[src/rtl/uart_pkg.sv]
// Shared UART definitions: FSM state encoding, default frame parameters and
// the baud counter width helper, used by both transmitter and receiver.
package uart_pkg;

    typedef enum logic [1:0] {
        IDLE  = 2'd0,
        START = 2'd1,
        DATA  = 2'd2,
        STOP  = 2'd3
    } uart_state_e;

    localparam int UART_DATA_BITS    = 8;
    localparam int UART_STOP_BITS    = 1;
    localparam int UART_CLKS_PER_BIT = 1;

    function automatic int uart_cnt_width(input int clks);
        int w;
        w = $clog2(clks + 1);
        return (w < 1) ? 1 : w;
    endfunction

endpackage

[src/rtl/uart_baud_tick.sv]
// Bit-period counter: pulses tick on the last clock of every bit cell while
// run is high, and sits cleared while run is low.
module uart_baud_tick
    import uart_pkg::*;
#(
    parameter int CLKS_PER_BIT = UART_CLKS_PER_BIT
) (
    input  logic clock,
    input  logic reset_n,
    input  logic run,
    output logic tick
);

    localparam int CW = uart_cnt_width(CLKS_PER_BIT);
    localparam logic [CW-1:0] LAST = CW'(CLKS_PER_BIT - 1);

    generate
        if (CLKS_PER_BIT < 1) begin : g_bad_cpb
            $error("uart_baud_tick: CLKS_PER_BIT must be >= 1");
        end
    endgenerate

    logic [CW-1:0] count;

    // Gated by run so a 1-clock bit period does not tick while idle.
    assign tick = run && (count == LAST);

    always_ff @(posedge clock or negedge reset_n) begin
        if (!reset_n) begin
            count <= '0;
        end else if (!run || tick) begin
            count <= '0;
        end else begin
            count <= count + 1'b1;
        end
    end

endmodule

[src/rtl/uart_tx.sv]
// UART transmitter: accepts a byte on a valid/ready handshake and shifts it
// out as start bit, LSB-first data bits and stop bits on a registered line.
module uart_tx
    import uart_pkg::*;
#(
    parameter int CLKS_PER_BIT = UART_CLKS_PER_BIT,
    parameter int DATA_BITS    = UART_DATA_BITS,
    parameter int STOP_BITS    = UART_STOP_BITS
) (
    input  logic                 clock,
    input  logic                 reset_n,
    input  logic                 enable,
    input  logic [DATA_BITS-1:0] data_in,
    input  logic                 data_valid,
    output logic                 data_ready,
    output logic                 serial_out,
    output logic                 busy,
    output logic                 done
);

    generate
        if (DATA_BITS < 5 || DATA_BITS > 8) begin : g_bad_db
            $error("uart_tx: DATA_BITS must be in 5..8");
        end
        if (STOP_BITS < 1 || STOP_BITS > 2) begin : g_bad_sb
            $error("uart_tx: STOP_BITS must be in 1..2");
        end
        if (CLKS_PER_BIT < 1) begin : g_bad_cpb
            $error("uart_tx: CLKS_PER_BIT must be >= 1");
        end
    endgenerate

    localparam logic [2:0] LAST_DATA = 3'(DATA_BITS - 1);
    localparam logic [2:0] LAST_STOP = 3'(STOP_BITS - 1);

    uart_state_e          state, state_d;
    logic [DATA_BITS-1:0] shift, shift_d;
    logic [2:0]           bit_cnt, bit_cnt_d;
    logic                 serial_d, done_d, tick, xfer;

    assign data_ready = (state == IDLE) && enable && reset_n;
    assign xfer       = data_valid && data_ready;
    assign busy       = (state != IDLE);

    uart_baud_tick #(
        .CLKS_PER_BIT(CLKS_PER_BIT)
    ) u_baud (
        .clock  (clock),
        .reset_n(reset_n),
        .run    (busy),
        .tick   (tick)
    );

    always_comb begin
        state_d   = state;
        shift_d   = shift;
        bit_cnt_d = bit_cnt;
        done_d    = 1'b0;
        case (state)
            IDLE: begin
                if (xfer) begin
                    shift_d   = data_in;
                    bit_cnt_d = '0;
                    state_d   = START;
                end
            end
            START: begin
                if (tick) state_d = DATA;
            end
            DATA: begin
                if (tick) begin
                    shift_d = shift >> 1;
                    if (bit_cnt == LAST_DATA) begin
                        bit_cnt_d = '0;
                        state_d   = STOP;
                    end else begin
                        bit_cnt_d = bit_cnt + 3'd1;
                    end
                end
            end
            STOP: begin
                if (tick) begin
                    if (bit_cnt == LAST_STOP) begin
                        bit_cnt_d = '0;
                        state_d   = IDLE;
                        done_d    = 1'b1;
                    end else begin
                        bit_cnt_d = bit_cnt + 3'd1;
                    end
                end
            end
            default: state_d = IDLE;
        endcase
        // Line is registered from the next state so it changes on the same
        // edge as the state, e.g. low right after the accepting edge.
        serial_d = (state_d == DATA) ? shift_d[0] : (state_d != START);
    end

    always_ff @(posedge clock or negedge reset_n) begin
        if (!reset_n) begin
            state      <= IDLE;
            shift      <= '0;
            bit_cnt    <= '0;
            serial_out <= 1'b1;
            done       <= 1'b0;
        end else begin
            state      <= state_d;
            shift      <= shift_d;
            bit_cnt    <= bit_cnt_d;
            serial_out <= serial_d;
            done       <= done_d;
        end
    end

endmodule
[config.mk]
export PLATFORM = sky130hd
export DESIGN_NAME = uart_tx
export DESIGN_NICKNAME = d
export VERILOG_FILES = /design/src/rtl/uart_pkg.sv /design/src/rtl/uart_baud_tick.sv /design/src/rtl/uart_tx.sv
export SDC_FILE = /design/constraint.sdc
export NUM_CORES = 1
export LEC_CHECK = 0
export BUFFER_PORTS_ARGS = -buffer_cell sky130_fd_sc_hd__clkbuf_2
export CAP_MARGIN = 20
export CORE_MARGIN = 4
export CORE_UTILIZATION = 60
export CTS_BUF_LIST = sky130_fd_sc_hd__clkbuf_8
export DETAILED_ROUTE_END_ITERATION = 7
export PLACE_DENSITY = 0.9
export SLEW_MARGIN = 15
export SYNTH_ARGS = -nofsm -noshare
export SYNTH_HDL_FRONTEND = slang
export SYNTH_HIERARCHICAL = 1
export SYNTH_SLANG_ARGS = --single-unit
export TNS_END_PERCENT = 5
[constraint.sdc]
create_clock -name clock -period 3.8 [get_ports clock]
set_input_delay 0.76 -clock clock [delete_from_list [all_inputs] [get_ports clock]]
set_output_delay 0.76 -clock clock [all_outputs]
set_load 0.02 [all_outputs]
==> results.yml <==
drt:
  drtAntennaViolNets: 0
  num_vias: 628
  topRoutingLayerUsed: "met4"
  drc: 0
  met1_length_um: 653
  wl_met2_um: 875
  drtIter0Drc: 10
  dr.pass1.iters: 4
  vias_per_cell: 5.76
  wl_per_cell_um: 15.2
  dr_wl_met3_um: 80
  drt-total-wl_um: 1660
logic_synthesis:
  syn_area_um2: 820
  synthesis.nets: 94
  synth_cells: 79
  ys_warn_count: 6
  ys_seq_area_frac: 0.490
  avgSynthCellArea_um2: 10.4
  ys_types: 28
  ys_ff_latch: 16
setup_path:
  worst_setup_path_end_kind: "output pin"
  startpoint_type: "input port"
  cp.arrival_ns: 1.73
  cp_max_fo: 17
  ff2ff_setup_slack_ns: 1.82
  crit_required_ns: 3.04
  critical_path_class: "in2out"
placement:
  io_buffer_count: 15
  place_inst: 105
  gp_congestion: 0.706
  dpl.hpwl_um: 1210
global_route:
  grt_pass1_wl_um: 2770
  grt_pass1_vias: 643
  grt_max_degree: 18
  track_usage: 0.201
  antenna_found_initial: 0
  grt_overflow: 0
cells_and_area:
  drive_gt1_frac: 0.277
  fin_nets: 110
  area_delta_synth_final_pct: 12.4
  diodes: 0
  regArea_um2: 402
  fillers: 101
  multiInputGateArea_um2: 362
  fin_cells: 109
die:
  rows: 13
  pin_count: 16
  start_util: 0.630
  die_area_um2: 2020
  die_h_um: 45.0
  die_w_um: 45.0
  fp.coreArea_um2: 1300
timing:
  fmax_mhz: 402
  finalSetupTns_ns: 0
  fin_crit_ns: 2.49
  skew_ns: 0.00136
  setup-violations-final: 0
  drv_slew: 0
  hold_violations: 0
  rsz0062_at_grt: "no"
  hold_ws_ns: 0.417
  period_share: 0.655
power:
  total_leakage_power_nw: 0.486
  p_per_area_nw_per_um2: 720
  vdd_ir_drop_max_mv: 0.437
status:
  status: "finished, final reports clean"
flow_run:
  maxCapViolCount: 0
cts:
  insertion_delay_ns: 0.25
  ctsResizeCount: 0
  ctsHoldBuffers: 0
  cts_buffer_depth: 2
  post_cts_buffers: 0
  cts_tree: "yes"
  root_buffer: "clkbuf_8"
  clkTransAtPathRegs_ns: 0.06
  h-tree-depth: 1
  clock_sinks: 16
  cts_buffers: 3
min_path:
  holdCritPathClass: "in2async"
[sequential cells by signal, summed over array words and instances (netlist names)]
name	count
u_baud/count	1
shift	8
bit_cnt	3
state	2
done	1
serial_out	1
[synthesized netlist by cell type]
cell	number	share of area
a21boi_1	1	0.0092
dfrtp_1	15	0.46
a21o_2	1	0.011
a21oi_2	1	0.011
buf_6	3	0.041
o2111ai_1	1	0.011
nor2_1	1	0.0046
nor4bb_4	1	0.031
nor2b_1	1	0.0076
a22oi_1	6	0.055
and2_1	1	0.0076
ha_1	3	0.046
conb_1	1	0.0046
nand3b_1	1	0.0092
a221o_2	1	0.014
clkbuf_1	1	0.0046
dfstp_2	1	0.032
and3b_2	1	0.012
or2_2	1	0.0076
nand2_1	19	0.087
a211oi_1	1	0.0092
o21ai_0	5	0.031
mux2i_1	2	0.024
inv_1	5	0.023
a32o_1	1	0.012
a21o_1	1	0.0092
nor2b_4	1	0.017
nand3_1	2	0.012
[worst max-delay path: stages]
cell and delay, ns:
clkbuf_2 0.33, nor4bb_4 0.39, clkbuf_2 0.25
[stage by stage]
step | instance area [um^2] | utilization | setup WS, ns | power (W)
5_1_grt | 921 | 0.708 | 1.21 | 0.000707
2_1_floorplan | 820 | - | 1.78 | 0.000485
6_report | 921 | 0.708 | 1.31 | 0.000663
3_3_place_gp | 876 | 0.673 | 1.31 | 0.000514
3_5_place_dp | 876 | 0.673 | 1.29 | 0.000532
4_1_cts | 921 | 0.708 | 1.28 | 0.000664
[cells in the final DEF (no fill, tap or decap), types with 2 or more instances in the layout]
cell / count
clkbuf_8: 3
clkbuf_2: 15
nand3_1: 2
inv_1: 6
dfrtp_1: 15
nand2_1: 19
a22oi_1: 6
o21ai_0: 5
mux2i_1: 2
ha_1: 3
[metal layers]
metal | global-route usage | vias up
li1 | - | 299
met1 | 0.197 | 308
met2 | 0.347 | 16
met3 | 0.0598 | 5
met4 | 0.158 | 0
met5 | 0 | -
[power breakdown]
group | internal, W | leakage (nW) | switching (W)
registers | 0.000237 | 0.203 | 0.0000573
logic | 0.000103 | 0.256 | 0.000135
clock network | 0.0000717 | 0.0269 | 0.0000594
total | 0.000412 | 0.486 | 0.000252
[kinds of logic after synthesis]
group / Yosys count / synth area share
AOI/OAI and AO/OA: 19 / 0.171
adders and majority gates: 3 / 0.0458
buffers and inverters: 9 / 0.0687
DFF: 16 / 0.490
muxes: 2 / 0.0244
other: 1 / 0.00458
and+or+nand+nor: 29 / 0.195
[path summary, 6_finish.rpt]
check,startpoint,to,cells after the start
min in group clock,shift[3]$_DFFE_PN0P_,shift[3]$_DFFE_PN0P_,2
max in group asynchronous,reset_n,serial_out$_DFF_PN1_,1
hold reg to reg,shift[3]$_DFFE_PN0P_,shift[3]$_DFFE_PN0P_,2
setup reg to reg,state[1]$_DFF_PN0_,serial_out$_DFF_PN1_,6
hold / removal,reset_n,done$_DFF_PN0_,1
setup / recovery,reset_n,data_ready,3
[area by class of cell]
class                      instances  area share
sequential                        16       0.436
multi-input combinational         54       0.393
timing repair buffer              15      0.0815
clock buffer                       3      0.0448
inverter                           5      0.0204
tap                               15      0.0204
clock inverter                     1     0.00408
(Power assumes the default switching activity.)
